## src/rtl/hazard_unit_md.sv

```systemverilog
// Hazard and forwarding unit for the five-stage F/D/E/M/W pipeline.
// Operands are forwarded to D, E and M using explicit result-valid flags.
// An optional retention register forwards the last nonzero W write to E.
// A busy tracker holds HI/LO-class instructions in D while the iterative
// multiply/divide unit is running.
module hazard_unit_md #(
  parameter int DW            = 32,
  parameter int AW            = 5,
  parameter int MULT_CYCLES   = 5,
  parameter int DIV_CYCLES    = 10,
  parameter int RETAIN_BYPASS = 1
) (
  input  logic          clk,
  input  logic          reset,
  input  logic [AW-1:0] A1D,
  input  logic [AW-1:0] A2D,
  input  logic [DW-1:0] RD1D,
  input  logic [DW-1:0] RD2D,
  input  logic          D1Use,
  input  logic          D2Use,
  input  logic          DMd,
  input  logic [AW-1:0] A1E,
  input  logic [AW-1:0] A2E,
  input  logic [DW-1:0] RD1E,
  input  logic [DW-1:0] RD2E,
  input  logic          E1Use,
  input  logic          E2Use,
  input  logic          EMdStart,
  input  logic          EMdDiv,
  input  logic [AW-1:0] A3E,
  input  logic [DW-1:0] WDE,
  input  logic          WDEValid,
  input  logic [AW-1:0] A2M,
  input  logic [DW-1:0] RD2M,
  input  logic [AW-1:0] A3M,
  input  logic [DW-1:0] WDM,
  input  logic          WDMValid,
  input  logic [AW-1:0] A3W,
  input  logic [DW-1:0] WDW,
  output logic [DW-1:0] FwdD1,
  output logic [DW-1:0] FwdD2,
  output logic [DW-1:0] FwdE1,
  output logic [DW-1:0] FwdE2,
  output logic [DW-1:0] FwdM2,
  output logic          EnPC,
  output logic          EnIFID,
  output logic          EnIDEX,
  output logic          FlushIDEX,
  output logic          FlushEXMEM,
  output logic          MdBusy
);

  localparam int MAX_CYCLES = (MULT_CYCLES > DIV_CYCLES) ? MULT_CYCLES : DIV_CYCLES;
  localparam int CW = ($clog2(MAX_CYCLES + 1) < 1) ? 1 : $clog2(MAX_CYCLES + 1);

  logic [CW-1:0] cnt_q, cnt_d;
  logic [AW-1:0] a3r_q, a3r_d, a3r_eff;
  logic [DW-1:0] wdr_q, wdr_d;

  logic hit_1d_e, hit_1d_m, hit_2d_e, hit_2d_m;
  logic hit_1e_m, hit_1e_w, hit_1e_r, hit_2e_m, hit_2e_w, hit_2e_r;
  logic hit_2m_w;
  logic stall_d_data, stall_d_md, stall_d, stall_e, md_start;

  // A destination register of zero never produces a match
  function automatic logic hit(input logic [AW-1:0] a, input logic [AW-1:0] a3);
    return (a == a3) && (a3 != '0);
  endfunction

  // Address comparisons against every producing stage
  always_comb begin
    a3r_eff  = (RETAIN_BYPASS != 0) ? a3r_q : '0;
    hit_1d_e = hit(A1D, A3E);
    hit_1d_m = hit(A1D, A3M);
    hit_2d_e = hit(A2D, A3E);
    hit_2d_m = hit(A2D, A3M);
    hit_1e_m = hit(A1E, A3M);
    hit_1e_w = hit(A1E, A3W);
    hit_1e_r = hit(A1E, a3r_eff);
    hit_2e_m = hit(A2E, A3M);
    hit_2e_w = hit(A2E, A3W);
    hit_2e_r = hit(A2E, a3r_eff);
    hit_2m_w = hit(A2M, A3W);
  end

  // Forwarding muxes, youngest producer first
  always_comb begin
    FwdD1 = hit_1d_e ? WDE : hit_1d_m ? WDM : RD1D;
    FwdD2 = hit_2d_e ? WDE : hit_2d_m ? WDM : RD2D;
    FwdE1 = hit_1e_m ? WDM : hit_1e_w ? WDW : hit_1e_r ? wdr_q : RD1E;
    FwdE2 = hit_2e_m ? WDM : hit_2e_w ? WDW : hit_2e_r ? wdr_q : RD2E;
    FwdM2 = hit_2m_w ? WDW : RD2M;
  end

  // Stall detection; a valid E result shadows a pending M result
  always_comb begin
    stall_d_data = (D1Use && ((hit_1d_e && !WDEValid) ||
                              (hit_1d_m && !WDMValid && !(hit_1d_e && WDEValid)))) ||
                   (D2Use && ((hit_2d_e && !WDEValid) ||
                              (hit_2d_m && !WDMValid && !(hit_2d_e && WDEValid))));
    stall_e      = (E1Use && hit_1e_m && !WDMValid) || (E2Use && hit_2e_m && !WDMValid);
    md_start     = EMdStart && !stall_e;
    MdBusy       = (cnt_q != '0) || md_start;
    stall_d_md   = DMd && MdBusy;
    stall_d      = stall_d_data || stall_d_md;
    EnPC         = !(stall_d || stall_e);
    EnIFID       = !(stall_d || stall_e);
    FlushIDEX    = stall_d && !stall_e;
    EnIDEX       = !stall_e;
    FlushEXMEM   = stall_e;
  end

  // Next state for the MD busy counter and the retention register
  always_comb begin
    cnt_d = cnt_q;
    if (md_start) begin
      cnt_d = EMdDiv ? CW'(DIV_CYCLES) : CW'(MULT_CYCLES);
    end else if (cnt_q != '0) begin
      cnt_d = cnt_q - CW'(1);
    end
    a3r_d = a3r_q;
    wdr_d = wdr_q;
    if ((RETAIN_BYPASS != 0) && (A3W != '0)) begin
      a3r_d = A3W;
      wdr_d = WDW;
    end
  end

  // State registers with synchronous reset
  always_ff @(posedge clk) begin
    if (reset) begin
      cnt_q <= '0;
      a3r_q <= '0;
      wdr_q <= '0;
    end else begin
      cnt_q <= cnt_d;
      a3r_q <= a3r_d;
      wdr_q <= wdr_d;
    end
  end

endmodule

```

## config.mk

```make
export PLATFORM = sky130hd
export DESIGN_NAME = hazard_unit_md
export DESIGN_NICKNAME = d
export VERILOG_FILES = /design/src/rtl/hazard_unit_md.sv
export SDC_FILE = /design/constraint.sdc
export NUM_CORES = 1
export LEC_CHECK = 0
export BUFFER_PORTS_ARGS = -buffer_cell sky130_fd_sc_hd__buf_2
export CAP_MARGIN = 20
export CORE_AREA = 2 2 184 186
export CTS_BUF_LIST = sky130_fd_sc_hd__clkbuf_8
export DETAILED_ROUTE_END_ITERATION = 16
export DIE_AREA = 0 0 186 188
export MAX_ROUTING_LAYER = met4
export PLACE_DENSITY = 0.47
export SKIP_LAST_GASP = 1
export SLEW_MARGIN = 20
export SYNTH_ARGS = -nofsm -noshare
export SYNTH_HDL_FRONTEND = slang
export SYNTH_SLANG_ARGS = --single-unit
```

## constraint.sdc

```tcl
create_clock -name clk -period 6 [get_ports clk]
set_input_delay 0.6 -clock clk [delete_from_list [all_inputs] [get_ports clk]]
set_output_delay 0.6 -clock clk [all_outputs]
set_load 0.02 [all_outputs]
```

==> results of run 1 <==
==> state kept, by name, indices dropped and copies added (netlist names) <==
| signal | count |
|---|---|
| cnt_q | 4 |
| a3r_eff | 5 |
| wdr_q | 32 |
==> cell families after synthesis <==
family	count (synthesis)	synth area share [%]
flops	41	13.6
simple gates	251	18.9
fa+ha+maj	2	0.416
mux	162	27.6
xor+xnor	56	8.15
buf+inv	80	5.69
compound gates	242	25.6
==> layout make-up <==
type                       count  area (sq um)
sequential                    41           821
fill                        3628         24200
inverter                       4          15.0
antenna                        2          5.00
clock buffer                   5          68.8
timing repair buffer         494          2540
tap                          448           561
multi-input combinational    713          4910
clock inverter                 3          11.3
==> worst max-delay path: stages <==
cell	delay [ns]
buf_2	0.16
nor3_1	0.09
nand2_2	0.61
nand4_1	0.90
buf_12	0.45
buf_4	0.17
a211oi_1	0.21
a21o_1	0.11
buf_2	0.15
==> layout by cell type, fill, tap and decap left out, types with 4 or more instances in the layout <==
cell type  Yosys  final
clkbuf_8       0      5
nor4_4         3      7
nor3_1         4      4
nor2_1        75     75
xnor2_1       32     32
buf_4          4     21
or4_1          4      4
inv_1          3      6
nand4_1        4      4
nand3_1        9      9
o21ai_0       71     71
buf_2         16    472
nand2_1      133    132
a211oi_1      65     65
dfxtp_1       41     41
mux2_2        32     32
a21oi_1       39     39
a21o_1        64     64
mux2i_1      129    129
xor2_1        24     24
==> power breakdown <==
part / internal (mW) / leakage [nW] / switching (mW)
logic: 0.287 / 3.68 / 0.410
clock network: 0.0781 / 0.0519 / 0.113
registers: 0.289 / 0.342 / 0.0152
total: 0.654 / 4.08 / 0.537
==> routing by layer <==
| metal | vias up | track usage (%) | share of wire [%] |
|---|---|---|---|
| met5 | - | - | 0 |
| met4 | 0 | 3.88 | 1.5 |
| met3 | 21 | 2.70 | 6.4 |
| met2 | 312 | 30.3 | 50 |
| met1 | 3544 | 20.0 | 42 |
| li1 | 3823 | - | - |
==> through the flow <==
step / total power, mW / std cells
after detailed placement: 1.01 / 1700
after global routing: 1.28 / 1710
after CTS: 1.21 / 1708
after global placement: 1.01 / 1700
final: 1.19 / 1710
after floorplan: 0.710 / 834
==> path summary, 6_finish.rpt <==
check / startpoint / to / slack (ns)
worst max-delay path: A3W[4] / FwdE2[20] / 1.93
worst min-delay path: wdr_q[4]$_SDFFE_PP0P_ / wdr_q[4]$_SDFFE_PP0P_ / 0.47
worst max register to register: cnt_q[0]$_SDFFE_PP0P_ / cnt_q[2]$_SDFFE_PP0P_ / 4.62
worst min register to register: wdr_q[4]$_SDFFE_PP0P_ / wdr_q[4]$_SDFFE_PP0P_ / 0.47
==> out/results.txt, run 1 <==
RSZ-0062 raised after global routing -> false
Hpwl dp -> 24500 um
Syn_area_per_cell -> 7.22 sq um
# nets final -> 1568
Clock skew -> 0.000208 ns
P_leak -> 4.08 nW
Drt drc -> 0
CP required -> 5.40 ns
Synth area leader -> mux2i_1
Synth Cell Area -> 6020 sq um
Synth Register Bits -> 41
Post-synthesis sequential area ratio -> 13.6%
First-pass GRT wire length -> 44100 um
Vias after detailed routing -> 7700
Post-Synthesis Cells -> 834
Asr flop ratio synth -> 0%
Ys flop type -> dfxtp_1
Max Cap Viol -> 0
Worst slack at placement -> 1.92 ns
Synthesis-to-layout area growth -> 48.3%
Slew @ Worst Pin -> 0.948 ns
Crit start category -> primary input
Final Cell Area -> 8930 sq um
Row count -> 67
Wire per inst -> 17.9 um
Reg2Reg Depth -> 6
Core footprint -> 33100 sq um
Die footprint -> 35000 sq um
Worst Path Max Fanout -> 34
Arr. time, crit path -> 3.47 ns
Count leader, synth -> nand2_1
CTS tree -> done
Synth warn -> 0
Total congestion overflow -> 0
GPL Wtd Cong -> 0.839
Die Ht -> 188 um
Kind of critical path -> in -> out
CTS resizes -> 0
Fin. Hold Viols -> 0
Clock slew at reported path FFs -> 0.09 ns
Slew margin rel. -> 36.8%
Vias in the first global route -> 7549
CTS H-tree lvls -> 2
Hold crit path type -> reg -> reg
IO buf count -> 472
Root Buffer -> clkbuf_8
Total GRT Usage -> 17.1%
Outcome -> finished, final reports clean
Fmax -> 246 MHz
Final Core Density -> 27.0%
Max IR drop VDD -> 0.0000565 V
Fraction of layout instances using a drive strength above 1 -> 43.5%
Pwr dens -> 133 nW/um^2
Post-Route Setup TNS -> 0 ns
Initial antenna violation count -> 2
Placed Area -> 8840 sq um
Synth cell types -> 41
Synth area leaders -> mux2i_1, dfxtp_1, nand2_1, a211oi_1, a21o_1
DR iter-0 viols -> 311
Final period util -> 67.8%
Number of synthesized flops with an enable pin -> 0
Post-CTS setup buffer count -> 0
Fin worst setup slack -> 1.93 ns
Top cell type's share of synthesized area -> 21.4%
Drt first pass iters -> 5
# IOs -> 473
Worst setup EP type -> primary output
Largest net degree at the start of global routing -> 45
Synthesized net count -> 1143
Post-CTS Hold Buffers -> 0
List of most frequent post-synthesis cells -> nand2_1, mux2i_1, nor2_1
Sink Count -> 41
Later-pin clock latency in the skew report -> 0.31 ns
CTS Buf Count -> 5
Clock Path Buffers -> 2
Die Width -> 186 um
Initial Util -> 18.2%
Final number of setup-violating endpoints -> 0
Final min period -> 4.07 ns
Hold path depth -> 2
Total Wirelength -> 30600 um
Min Hold Slack -> 0.473 ns
Max-slew violations -> 0
Via-to-Cell Ratio -> 4.50
Routed Antenna Nets -> 0
No activity file was read; power rests on OpenSTA's default activity.
==> run 2: changes to the inputs <==
CORE_AREA = 2 2 185 187   (was 2 2 184 186)
DIE_AREA = 0 0 187 189   (was 0 0 186 188)
clock period = 3.76 ns   (was 6 ns; I/O delays follow)
==> run 2 against run 1 <==
Final area increased by 0.22%. Die area up 1.1%. Sequential share of layout area is essentially flat. Register-to-register slack got worse by 2.3 ns. First-iteration DRC count rose by 26%. Combinational power increased by 61%. Utilization decreased by 0.076 points. Via count up 2.4%. Clock skew about the same. Critical path type is now reg -> out. Highest routed layer unchanged.
==> out/results.txt, run 2 (synthesized netlist as in run 1, its figures left out) <==
Initial Util -> 18.1%
Commonest non-fill, non-tap cell in the layout -> buf_2
CP Launch Point -> a3r_eff[0]$_SDFFE_PP0P_
Reg2Reg Depth -> 6
Final period util -> 80.0%
RR Endpoint -> cnt_q[2]$_SDFFE_PP0P_
Max Cap Viol -> 0
Outcome -> finished, final reports clean
Post-route insts no fill -> 1714
Crit Reg-Reg Startpoint -> cnt_q[0]$_SDFFE_PP0P_
Total Wirelength -> 31300 um
Crit start category -> flip-flop
Pwr dens -> 214 nW/um^2
CTS resizes -> 0
Core footprint -> 33300 sq um
Die Ht -> 189 um
Row count -> 67
Largest register FFs -> 32
GPL Wtd Cong -> 0.902
Clock skew -> 0.000348 ns
Clock slew at reported path FFs -> 0.09 ns
Via-to-Cell Ratio -> 4.60
Initial antenna violation count -> 4
Hold path depth -> 3
Arr. time, crit path -> 2.63 ns
# IOs -> 473
Wire per inst -> 18.3 um
IO buf count -> 472
CTS tree -> done
Cell total after placement -> 1702
Vias in the first global route -> 7902
DR iter-0 viols -> 392
R2R Setup Slk -> 2.34 ns
Clock Path Buffers -> 2
Die footprint -> 35300 sq um
Drt drc -> 0
Drt first pass iters -> 5
Fin. Hold Viols -> 0
Post-Route Setup TNS -> 0 ns
Vias after detailed routing -> 7881
Final min period -> 3.01 ns
Worst Path Max Fanout -> 18
Total GRT Usage -> 17.5%
# nets final -> 1570
Routed Antenna Nets -> 0
Final number of setup-violating endpoints -> 0
Kind of critical path -> reg -> out
Total congestion overflow -> 0
Max-slew violations -> 0
Post-CTS Hold Buffers -> 0
CTS H-tree lvls -> 2
Synthesis-to-layout area growth -> 48.6%
P_leak -> 4.08 nW
Max IR drop VDD -> 0.0000961 V
Fmax -> 332 MHz
Sink Count -> 41
Endpoint, Worst Hold -> wdr_q[1]$_SDFFE_PP0P_
Top reg by flops -> wdr_q
Most frequent cells in the layout -> buf_2, nand2_1, mux2i_1
CTS Buf Count -> 5
CP required -> 3.38 ns
Slew margin rel. -> 36.4%
Later-pin clock latency in the skew report -> 0.31 ns
Root Buffer -> clkbuf_8
Hpwl dp -> 25400 um
Fillers -> 3774
RSZ-0062 raised after global routing -> false
Largest net degree at the start of global routing -> 43
First-pass GRT wire length -> 46900 um
Hold crit path type -> in -> reg
Worst setup EP type -> primary output
Die Width -> 187 um
Min-delay src -> WDW[1]
Final Core Density -> 26.9%
Fraction of layout instances using a drive strength above 1 -> 43.6%
Post-CTS setup buffer count -> 0
Slew @ Worst Pin -> 0.954 ns
## run 2: cell count changes in the layout (fill, tap and decap cells not counted), sizes merged
cell   previous run  this run
diode             2         4
buf             494       496
## run 2: cell type report
| cell class | count | area (sq um) | share of cell area (%) |
|---|---|---|---|
| clock inverter | 3 | 11.3 | 0.126 |
| sequential | 41 | 821 | 9.17 |
| antenna | 4 | 10.0 | 0.112 |
| multi-input combinational | 713 | 4910 | 54.8 |
| tap | 448 | 561 | 6.26 |
| clock buffer | 5 | 68.8 | 0.769 |
| timing repair buffer | 496 | 2550 | 28.5 |
| inverter | 4 | 15.0 | 0.168 |
## run 2: metrics by stage
step                      hold slack, ns  worst slack [ns]  power, mW  instance area [sq um]
final                              0.331             0.751       1.92                   8950
after global routing               0.312             0.641       2.06                   8950
after CTS                          0.306             0.690       1.95                   8940
after detailed placement           0.460             0.870       1.62                   8860
after global placement             0.451             0.911       1.62                   8860
after floorplan                    0.444              1.25       1.13                   6020
## run 2: critical path, cell delays in order (launching register included)
cell and delay, ns:
dfxtp_1 0.36, or4_1 0.55, nor2_2 0.22, nor4_4 0.09, buf_4 0.25, mux2i_1 0.18, a211oi_1 0.36, a21o_1 0.12
buf_2 0.16
## run 2: power by group
part           internal, mW  switching [mW]  leakage, nW
clock network         0.125           0.184       0.0520
logic                 0.458           0.665         3.69
registers             0.462          0.0239        0.342
## run 2: worst max-delay path by stage
stage	to	slack (ns)	cells past startpoint
6_report	FwdE2[18]	0.75	8
5_1_grt	FwdE2[18]	0.64	8
4_1_cts	FwdE2[18]	0.69	8
3_5_place_dp	FwdE2[18]	0.87	9
3_3_place_gp	FwdE2[18]	0.91	9
2_1_floorplan	FwdD1[10]	1.25	7
## run 2: layer usage
metal  share of wire (%)  track usage (%)  vias up
met5                   0                -        -
met4                 2.0             4.58        0
met3                 5.8             2.39       33
met2                  50             31.5      341
met1                  42             20.4     3668
li1                    -                -     3839
==> run 3: changes to the inputs <==
CORE_AREA = 2 2 183 185   (was 2 2 185 187)
DIE_AREA = 0 0 185 187   (was 0 0 187 189)
PLACE_DENSITY = 0.49   (was 0.47)
clock period = 2.4 ns   (was 3.76 ns; I/O delays follow)
==> run 3 against run 2 <==
The flow now finishes with violations (negative setup slack). Sequential share of layout area decreased by 1.1 points. Setup slack got worse by 1.0 ns. Final area increased by 14%. Hold slack got worse by 0.15 ns. Sequential power increased by 57%. Combinational power increased by 79%. Flip-flop and latch count unchanged. Clock skew about the same. Register-to-register slack got worse by 1.4 ns. Via count increased by 4.3%. Critical endpoint is now FwdE1[21]. Largest power group unchanged. Utilization increased by 4.2 points. Count of clock-buffer cells in the layout increased by 1.
==> out/results.txt, run 3 (synthesized netlist as in run 1, its figures left out) <==
DR iter-0 viols -> 366
Clock Path Buffers -> 2
Final min period -> 2.69 ns
Top reg by flops -> wdr_q
Slew @ Worst Pin -> 0.972 ns
Max-slew violations -> 0
Initial antenna violation count -> 6
Hold crit path type -> in -> reg
Final number of setup-violating endpoints -> 65
Routed Antenna Nets -> 0
Initial Util -> 18.3%
Max Cap Viol -> 0
Hpwl dp -> 25900 um
Drt first pass iters -> 5
Largest register FFs -> 32
Slew margin rel. -> 35.2%
CP required -> 2.16 ns
Core footprint -> 32900 sq um
Cell total after placement -> 1735
Fmax -> 371 MHz
Most frequent cells in the layout -> buf_2, nand2_1, mux2i_1
Final Core Density -> 31.1%
GPL Wtd Cong -> 0.876
First-pass GRT wire length -> 45900 um
# IOs -> 473
CTS tree -> done
Total congestion overflow -> 0
Synthesis-to-layout area growth -> 69.5%
Vias after detailed routing -> 8220
Later-pin clock latency in the skew report -> 0.31 ns
IO buf count -> 472
Final period util -> 112%
Worst setup EP type -> primary output
RSZ-0062 raised after global routing -> true
Max IR drop VDD -> 0.000185 V
Outcome -> finished with violations
Total GRT Usage -> 18.0%
Arr. time, crit path -> 2.45 ns
Fraction of layout instances using a drive strength above 1 -> 50.5%
Die footprint -> 34600 sq um
Pwr dens -> 334 nW/um^2
Total Wirelength -> 32700 um
Largest net degree at the start of global routing -> 45
Post-Route Setup TNS -> -11.92 ns
Die Ht -> 187 um
Drt drc -> 0
Post-route insts no fill -> 1774
Wire per inst -> 18.4 um
Sink Count -> 41
# nets final -> 1629
Row count -> 67
Fin. Hold Viols -> 0
Crit start category -> flip-flop
Root Buffer -> clkbuf_8
P_leak -> 4.65 nW
Via-to-Cell Ratio -> 4.63
Failing checks -> negative setup slack
Worst Path Max Fanout -> 9
CTS Buf Count -> 5
Kind of critical path -> reg -> out
Commonest non-fill, non-tap cell in the layout -> buf_2
CTS H-tree lvls -> 2
Clock skew -> 0.000684 ns
Fin worst setup slack -> -0.294 ns
Die Width -> 185 um
Clock slew at reported path FFs -> 0.10 ns
Vias in the first global route -> 7896
[run 3: changes by cell type in the layout (fill, tap and decap cells not counted), sizes merged]
| cell | change |
|---|---|
| buf | +58 |
| inv | -3 |
| clkinvlp | +1 |
| bufinv | +1 |
| diode | +1 |
| clkbuf | +2 |
[run 3: layer usage]
metal / global-route usage (%) / up-vias / wire length [um]
met5: - / - / 0
met4: 5.86 / 0 / 871
met3: 2.71 / 43 / 2100
met2: 32.2 / 382 / 16600
met1: 20.4 / 3841 / 13100
li1: - / 3954 / -
[run 3: final cells by class]
cell class / instances / area (sq um)
Fill cell: 3587 / 22700
Multi-Input combinational cell: 713 / 5180
Tap cell: 448 / 561
Timing Repair Buffer: 555 / 3490
Inverter: 4 / 15.0
Sequential cell: 41 / 826
Antenna cell: 5 / 12.5
Clock buffer: 6 / 82.6
Clock inverter: 2 / 37.5
[run 3: critical path, stage by stage, from the launching register on]
cell and delay (ns):
dfxtp_2 0.34, or4_4 0.54, nor2_4 0.12, buf_6 0.11
nor4_4 0.04, buf_12 0.17, buf_6 0.12, mux2i_2 0.17
a211oi_2 0.09, buf_4 0.15, a21o_1 0.16, buf_6 0.13
[run 3: worst paths after layout]
check	to	start	cells after the start	slack, ns
max reg2reg	cnt_q[0]$_SDFFE_PP0P_	cnt_q[0]$_SDFFE_PP0P_	7	0.97
min	wdr_q[11]$_SDFFE_PP0P_	WDW[11]	3	0.18
max	FwdE1[21]	a3r_eff[1]$_SDFFE_PP0P_	11	-0.29
min reg2reg	wdr_q[27]$_SDFFE_PP0P_	wdr_q[27]$_SDFFE_PP0P_	2	0.48
[run 3: stage by stage]
stage	setup WS [ns]	power, mW	area, sq um	hold WS, ns
5_1_grt	-0.387	3.62	10200	0.166
4_1_cts	-0.310	3.37	9690	0.157
2_1_floorplan	0.164	1.77	6020	0.380
6_report	-0.294	3.41	10200	0.185
3_5_place_dp	-0.434	2.61	9320	0.466
3_3_place_gp	-0.360	2.60	9320	0.458
[run 3: report_power, final]
| part | switching (mW) | internal, mW |
|---|---|---|
| combinational | 1.10 | 0.902 |
| clock | 0.305 | 0.339 |
| sequential | 0.0385 | 0.724 |
| total | 1.44 | 1.97 |
[run 3: what timing repair did]
| action | CTS | global route |
|---|---|---|
| cloned | 1 | 1 |
| resized for setup | 62 | 89 |
| pin swaps | 40 | 38 |
| buffers inserted | 6 | 23 |
| endpoints found under the setup margin | 82 | 86 |
| hold buffers | 0 | 0 |
